### src/rtl/bcd_serial_add_ctrl.sv
// bcd_serial_add_ctrl
//   Digit-serial sequencer that adds two packed BCD operands using one external
//   single-digit BCD adder. Operands are latched on an accepted start, then one
//   digit per cycle (least significant first) is presented to the adder while
//   the ripple carry is kept locally. Digits above 9 are flagged in o_err.
//
// Ports
//   i_clk, i_rst      rising-edge clock, synchronous active-high reset
//   i_start           request an addition (only honoured while idle)
//   i_a, i_b, i_cin   packed BCD operands (digit 0 in bits [3:0]) and carry in
//   o_add_a/b/cin     current digit pair and carry driven to the digit adder
//   i_add_s/cout      digit sum and carry returned by the digit adder
//   o_busy            high while running or signalling done
//   o_done            one-cycle pulse, o_sum/o_cout/o_err valid
//   o_sum, o_cout     packed BCD result and final carry, held until next start
//   o_err             some operand digit was above 9 in the last operation
module bcd_serial_add_ctrl #(
  parameter int unsigned DIGITS = 4
) (
  input  logic                  i_clk,
  input  logic                  i_rst,
  input  logic                  i_start,
  input  logic [4*DIGITS-1:0]   i_a,
  input  logic [4*DIGITS-1:0]   i_b,
  input  logic                  i_cin,
  output logic [3:0]            o_add_a,
  output logic [3:0]            o_add_b,
  output logic                  o_add_cin,
  input  logic [3:0]            i_add_s,
  input  logic                  i_add_cout,
  output logic                  o_busy,
  output logic                  o_done,
  output logic [4*DIGITS-1:0]   o_sum,
  output logic                  o_cout,
  output logic                  o_err
);

  localparam int unsigned IdxW = (DIGITS > 1) ? $clog2(DIGITS) : 1;

  typedef enum logic [1:0] {StIdle, StRun, StDone} state_t;

  state_t              r_state;
  logic [IdxW-1:0]     r_idx;
  logic                r_carry;
  logic [4*DIGITS-1:0] r_a;
  logic [4*DIGITS-1:0] r_b;
  logic [4*DIGITS-1:0] r_sum;
  logic                r_cout;
  logic                r_err;
  logic                r_busy;
  logic                r_done;

  logic [3:0]          w_a;
  logic [3:0]          w_b;
  logic                w_bad;

  // Digit select from the latched operands; forced to zero outside RUN so the
  // adder inputs never follow the live operand ports.
  always_comb begin
    w_a = '0;
    w_b = '0;
    if (r_state == StRun) begin
      for (int i = 0; i < DIGITS; i++) begin
        if (r_idx == IdxW'(i)) begin
          w_a = r_a[4*i +: 4];
          w_b = r_b[4*i +: 4];
        end
      end
    end
  end

  assign w_bad     = (w_a > 4'd9) || (w_b > 4'd9);
  assign o_add_a   = w_a;
  assign o_add_b   = w_b;
  assign o_add_cin = (r_state == StRun) ? r_carry : 1'b0;

  always_ff @(posedge i_clk) begin
    if (i_rst) begin
      r_state <= StIdle;
      r_idx   <= '0;
      r_carry <= 1'b0;
      r_a     <= '0;
      r_b     <= '0;
      r_sum   <= '0;
      r_cout  <= 1'b0;
      r_err   <= 1'b0;
      r_busy  <= 1'b0;
      r_done  <= 1'b0;
    end else begin
      r_done <= 1'b0;
      unique case (r_state)
        StIdle: begin
          if (i_start) begin
            r_a     <= i_a;
            r_b     <= i_b;
            r_carry <= i_cin;
            r_idx   <= '0;
            r_sum   <= '0;
            r_cout  <= 1'b0;
            r_err   <= 1'b0;
            r_busy  <= 1'b1;
            r_state <= StRun;
          end
        end
        StRun: begin
          for (int i = 0; i < DIGITS; i++) begin
            if (r_idx == IdxW'(i)) r_sum[4*i +: 4] <= i_add_s;
          end
          r_carry <= i_add_cout;
          r_err   <= r_err | w_bad;
          if (r_idx == IdxW'(DIGITS - 1)) begin
            r_cout  <= i_add_cout;
            r_done  <= 1'b1;
            r_state <= StDone;
          end else begin
            r_idx <= r_idx + 1'b1;
          end
        end
        StDone: begin
          r_busy  <= 1'b0;
          r_state <= StIdle;
        end
        default: r_state <= StIdle;
      endcase
    end
  end

  assign o_busy = r_busy;
  assign o_done = r_done;
  assign o_sum  = r_sum;
  assign o_cout = r_cout;
  assign o_err  = r_err;

endmodule

### config.mk
export PLATFORM = sky130hd
export DESIGN_NAME = bcd_serial_add_ctrl
export DESIGN_NICKNAME = d
export VERILOG_FILES = /design/src/rtl/bcd_serial_add_ctrl.sv
export SDC_FILE = /design/constraint.sdc
export NUM_CORES = 1
export LEC_CHECK = 0
export BUFFER_PORTS_ARGS = -buffer_cell sky130_fd_sc_hd__clkbuf_2
export CAP_MARGIN = 20
export CORE_MARGIN = 3
export CORE_UTILIZATION = 48
export CTS_BUF_LIST = sky130_fd_sc_hd__clkbuf_2 sky130_fd_sc_hd__clkbuf_4 sky130_fd_sc_hd__clkbuf_8
export DETAILED_ROUTE_END_ITERATION = 10
export GPL_ROUTABILITY_DRIVEN = 0
export PLACE_DENSITY_LB_ADDON = 0.25
export REMOVE_ABC_BUFFERS = 1
export SLEW_MARGIN = 5
export SYNTH_ARGS = -nofsm -noshare
export SYNTH_HDL_FRONTEND = slang
export SYNTH_SLANG_ARGS = --single-unit
### constraint.sdc
create_clock -name i_clk -period 1.7 [get_ports i_clk]
set_input_delay 0.34 -clock i_clk [delete_from_list [all_inputs] [get_ports i_clk]]
set_output_delay 0.34 -clock i_clk [all_outputs]
set_load 0.02 [all_outputs]
==> flow_summary.ini, run 1 <==
[yosys]
ys.warnings.count = 0
syn_inst = 301
synth_cell_types = 33
syn-mean-instance-area_um2 = 8.33
ys_seq_elements = 57
syn-cell-area_um2 = 2510
yosysSeqAreaShare = 0.455

[grt]
grt_max_degree = 37
grt_pass1_vias = 2295
grt-ovfl-total = 0
grt_pass1_wl_um = 10600
track_usage = 0.221
antenna_found_initial = 0

[min_path]
holdCritStartpoint = i_b[12]
min_to = r_b[12]
hold_path_depth = 3
holdCritPathClass = in -> reg

[run_status]
violations = setup timing
status = complete, but fails checks

[timing]
max-slew-margin-rel = 0.757
whs_ns = 0.215
setup_viol = 8
hold_viol_final = 0
rsz0062_at_grt = true
finClkSkew_ns = 0.00985
period_needed_ns = 2.15
slew_violations = 0
layout_setup_ws_ns = -0.449
fin_crit_sh = 1.26
tightest_slew_ns = 0.364
max_freq_mhz = 465

[clock_network]
cts_tree = built
htreeDepth = 3
cts_buffers = 9
clk_path_buf_depth = 2
clk_pin_slew_ns = 0.07
cts_sinks = 57
root_buffer = clkbuf_8
clock_latency_ns = 0.34

[pwr]
p_leak_nw = 1.45
ir_drop_v = 0.000712
power_density_nw_per_um2 = 940

[floorplanning]
start_util = 0.514
die_x_um = 78.3
core-area_um2 = 4880
die_h_um = 78.3
num_rows = 25
ios = 70
dieArea_um2 = 6130

[routing]
drtAntennaViolNets = 0
drc = 0
avgRoutedWirePerCell_um = 14.2
route.met2.wl_um = 3200
routed_wl_um = 6580
first_pass_iters = 4
wl_met3_um = 436
detail_route.iter0.violations = 142
highest_layer = met4
viasPerCell = 5.26
m1WireLength_um = 2900
vias = 2439

[setup_path]
rr_worst_depth = 10
startpoint = r_idx[0]
cp-end-kind = output port
startpoint_type = register
rrSetupSlack_ns = 0.01
worstPathRequired_ns = 1.36
arrival_ns = 1.81
timing.rr.start = r_idx[0]
critPathKind = reg -> out
r2r_end = o_err
crit_fanout = 5

[finish]
drive_above_1_share = 0.358
diodes = 0
post-route-util = 0.696
layout.nets = 437
fillers = 428
area_delta_synth_final_pct = 35.5

[run]
cap_violations = 0

[placed_design]
portBuffers = 69
hpwl_um = 4310
cells in the mapped netlist:
cell type / n / share of area
nand3b_1: 3 / 0.0090
nand2_1: 79 / 0.12
o2111ai_1: 1 / 0.0035
a21oi_1: 38 / 0.076
nand2b_1: 1 / 0.0025
nor3b_2: 1 / 0.0050
nor2_1: 22 / 0.033
a22oi_1: 8 / 0.024
nor2_4: 1 / 0.0045
and2b_4: 1 / 0.0040
nor3b_1: 4 / 0.012
clkbuf_1: 7 / 0.010
and3_1: 4 / 0.010
nand3b_2: 1 / 0.0045
inv_1: 8 / 0.012
ha_1: 4 / 0.020
and3b_1: 3 / 0.010
a32oi_1: 12 / 0.042
o21ai_0: 3 / 0.0060
buf_2: 5 / 0.010
buf_4: 4 / 0.012
a21oi_2: 3 / 0.010
a211oi_2: 2 / 0.010
dfxtp_1: 57 / 0.46
and2_1: 3 / 0.0075
clkbuf_2: 1 / 0.0020
a211o_1: 2 / 0.0070
a211oi_1: 3 / 0.0090
o211ai_1: 5 / 0.015
nor2b_1: 5 / 0.012
nand3_1: 2 / 0.0040
a221oi_2: 2 / 0.012
buf_6: 6 / 0.027
critical path, stage by stage, from the launching register on:
cell and delay, ns:
dfxtp_4 0.37, inv_4 0.08, buf_6 0.10, ha_4 0.15, and3b_1 0.17, a211oi_1 0.05
a211o_1 0.25, a21oi_2 0.16, buf_6 0.14
state kept, by name, summed over array words and instances, names as in the netlist:
| name | count |
|---|---|
| o_err | 1 |
| r_state | 2 |
| r_idx | 2 |
| o_sum | 16 |
| r_carry | 1 |
| r_b | 16 |
| o_done | 1 |
| o_cout | 1 |
| r_a | 16 |
| o_busy | 1 |
per-layer routing:
layer	track usage	vias to the layer above
met4	0.0524	0
li1	-	1220
met5	0	-
met1	0.279	1143
met2	0.360	70
met3	0.0803	6
area by class of cell:
type,instances,area [um2],area share
clock buffer,9,124,0.0365
clock inverter,7,80.1,0.0236
inverter,8,35.0,0.0103
multi-input combinational,215,1270,0.373
sequential,57,1150,0.338
tap,67,83.8,0.0247
timing repair buffer,101,658,0.194
metrics by stage:
step / setup TNS (ns) / instance area (um2) / setup WS, ns / total power [W] / cells
3_5_place_dp: -2.53 / 3010 / -0.318 / 0.00190 / 440
4_1_cts: -3.33 / 3370 / -0.438 / 0.00320 / 462
5_1_grt: -4.18 / 3400 / -0.544 / 0.00335 / 464
3_3_place_gp: -1.85 / 3010 / -0.232 / 0.00189 / 440
6_report: -3.31 / 3400 / -0.449 / 0.00319 / 464
2_1_floorplan: -17.67 / 2350 / -0.502 / 0.00169 / 278
worst max path at each step:
stage                 endpoint  depth (start not counted)  slack [ns]
CTS                 o_add_a[0]                          8       -0.44
detailed placement  o_add_b[1]                          6       -0.32
global route        o_add_b[1]                          6       -0.54
finish              o_add_a[0]                          8       -0.45
global placement    o_add_a[2]                          6       -0.23
floorplan             r_idx[1]                          4       -0.50
layout by cell type, fill, tap and decap left out, types with 2 or more instances in the layout:
cell / instances
inv_4: 2
a211o_1: 2
inv_1: 6
clkinvlp_4: 2
nor2_4: 2
buf_4: 29
clkbuf_2: 62
nand2_1: 77
ha_4: 3
a32oi_1: 12
a21oi_1: 36
clkbuf_8: 12
and2_1: 3
nand3b_1: 3
a211oi_2: 2
a211oi_1: 3
o21ai_0: 2
dfxtp_4: 2
buf_6: 3
nand3_1: 2
and3b_1: 3
and2b_1: 2
a22oi_1: 8
nor2b_1: 5
o211ai_1: 5
clkinv_4: 3
buf_12: 2
dfxtp_1: 55
and3_1: 4
clkbuf_4: 2
a221oi_2: 2
nor3b_1: 3
nand2_2: 2
a21oi_2: 5
nor2_1: 21
logic make-up (layout without fill, tap and decap cells):
family	after synthesis	after routing	share of synthesized area
AOI/OAI and AO/OA	79	79	0.215
buffers and inverters	31	125	0.0734
DFF	57	57	0.455
adders and majority gates	4	4	0.0200
and+or+nand+nor	130	132	0.237
power by group:
group          switching [W]  leakage, nW  internal, W
logic               0.000270        0.885     0.000224
registers          0.0000391        0.467      0.00140
clock network       0.000576       0.0960     0.000687
repair_timing:
action                     in CTS  in global routing
buffers inserted                5                  1
pin swaps                       8                  3
hold buffers                    0                  0
resized for setup              32                  6
cloned                          1                  1
setup endpoints to repair      10                 11
Note: power is estimated with default switching activity, not from simulation.
==> run 2, diff against run 1 <==
--- a/config.mk
+++ b/config.mk
@@ -8,12 +8,12 @@
 export BUFFER_PORTS_ARGS = -buffer_cell sky130_fd_sc_hd__clkbuf_2
 export CAP_MARGIN = 20
 export CORE_MARGIN = 3
-export CORE_UTILIZATION = 48
-export CTS_BUF_LIST = sky130_fd_sc_hd__clkbuf_2 sky130_fd_sc_hd__clkbuf_4 sky130_fd_sc_hd__clkbuf_8
+export CORE_UTILIZATION = 46
 export DETAILED_ROUTE_END_ITERATION = 10
 export GPL_ROUTABILITY_DRIVEN = 0
 export PLACE_DENSITY_LB_ADDON = 0.25
 export REMOVE_ABC_BUFFERS = 1
+export SKIP_LAST_GASP = 1
 export SLEW_MARGIN = 5
 export SYNTH_ARGS = -nofsm -noshare
 export SYNTH_HDL_FRONTEND = slang
==> run 2 against run 1 <==
Effect of this change: the run still ends with setup timing left; worst hold slack improved by 0.0068 ns; wire length rose by 9.1%; register-to-register slack got worse by 0.06 ns; combinational power rose by 14%; final area rose by 5.9%; via count rose by 5.0%; largest power group unchanged.
==> flow_summary.ini, run 2 (synthesized netlist as in run 1, its figures left out) <==
[timing]
setup_viol = 9
rsz0062_at_grt = true
layout_setup_ws_ns = -0.504
period_needed_ns = 2.20
tightest_slew_ns = 0.357
slew_violations = 0
hold_viol_final = 0
fin_crit_sh = 1.30
whs_ns = 0.222
finClkSkew_ns = 0.0102
max-slew-margin-rel = 0.762
max_freq_mhz = 454

[run_status]
status = complete, but fails checks
violations = setup timing

[clock_network]
cts_sinks = 57
clock_latency_ns = 0.33
cts_tree = built
clk_path_buf_depth = 2
htreeDepth = 3
cts_buffers = 9
root_buffer = clkbuf_8
clk_pin_slew_ns = 0.07

[pwr]
p_leak_nw = 1.54
design_power_total_w = 0.00324
ir_drop_v = 0.000506
power_density_nw_per_um2 = 901

[floorplanning]
die_x_um = 79.8
die_h_um = 79.8
ios = 70
start_util = 0.482
dieArea_um2 = 6370
num_rows = 26
core-area_um2 = 5200

[setup_path]
startpoint_type = register
worstPathRequired_ns = 1.36
crit_fanout = 5
cp-end-kind = output port
critPathKind = reg -> out
arrival_ns = 1.86
path_cells = inv_4 -> buf_6 -> ha_4 -> buf_6 -> nand2_1 -> o211ai_1 -> and3_4 -> buf_8
critPathMaxStageDelay_ns = 0.36
critPathMostFrequentCell = buf_6
cp_slowest_cell = dfxtp_4

[routing]
viasPerCell = 5.32
drtAntennaViolNets = 0
drc = 0
avgRoutedWirePerCell_um = 14.9
detail_route.iter0.violations = 148
routed_wl_um = 7190
vias = 2560
first_pass_iters = 4

[finish]
fillers = 420
drive_above_1_share = 0.394
final_common_cell = nand2_1
layout.nets = 451
layout_common_cells = 77 x nand2_1, 62 x clkbuf_2, 54 x dfxtp_1
area_delta_synth_final_pct = 43.5
diodes = 0
finish.instance_area_um2 = 3600

[grt]
grt_pass1_vias = 2414
track_usage = 0.227
grt_pass1_wl_um = 11300
antenna_found_initial = 0
grt-ovfl-total = 0
grt_max_degree = 35

[placed_design]
portBuffers = 69
pre_cts_ws_ns = -0.319
hpwl_um = 4490
placed_cell_area_um2 = 3020

[min_path]
holdCritPathClass = in -> reg

[run]
cap_violations = 0
## run 2: cell count changes in the layout (fill, tap and decap cells not counted), moves of 3 or more
cell and change:
clkbuf_1 +3, clkinv_4 -3, buf_4 +6, buf_6 +7
## run 2: stage by stage
stage                     utilization  setup TNS [ns]  cells
after detailed placement        0.580           -2.42    444
after global routing            0.691           -4.32    481
after CTS                       0.668           -3.40    475
after global placement          0.580           -1.76    444
after floorplan                     -          -17.67    278
final                           0.691           -3.63    481
## run 2: critical path: cells and delay by family (launching register included)
| kind | cells | cell delay, ns |
|---|---|---|
| simple gates | 2 | 0.32 |
| flops | 1 | 0.36 |
| compound gates | 1 | 0.31 |
| buf+inv | 4 | 0.37 |
| fa+ha+maj | 1 | 0.16 |
## run 2: what timing repair did
action                                  CTS  global route
endpoints found under the setup margin   10            11
setup buffers                            14             6
gates cloned                              1             0
hold buffers                              0             0
pin swaps                                12            16
resized for setup                        41            25
## run 2: area by class of cell
cell class / count / area, um2 / share of cell area
Clock buffer: 13 / 149 / 0.0414
Clock inverter: 3 / 40.0 / 0.0111
Inverter: 8 / 35.0 / 0.00974
Multi-Input combinational cell: 214 / 1320 / 0.366
Sequential cell: 57 / 1150 / 0.320
Tap cell: 70 / 87.6 / 0.0243
Timing Repair Buffer: 116 / 818 / 0.227
## run 2: layer usage
metal  routed length [um]  global-route usage  share of wire  vias up
met5                    0                   0              0        -
met4                  121              0.0895          0.017        0
met3                  383              0.0463          0.053       16
met2                 3510               0.370           0.49       85
met1                 3170               0.295           0.44     1217
li1                     -                   -              -     1242
## run 2: path summary, 6_finish.rpt
kind / from / depth (start not counted) / slack [ns] / to
worst min-delay path: i_a[10] / 3 / 0.22 / r_a[10]
worst max-delay path: r_idx[0] / 8 / -0.50 / o_add_b[1]
worst max register to register: r_idx[0] / 9 / -0.05 / o_err
worst min register to register: r_a[15] / 2 / 0.46 / r_a[15]
## run 2: power breakdown
part | leakage (nW) | switching, W | internal, W
Sequential | 0.467 | 0.0000451 | 0.00140
Combinational | 0.975 | 0.000295 | 0.000269
Clock | 0.0974 | 0.000519 | 0.000714
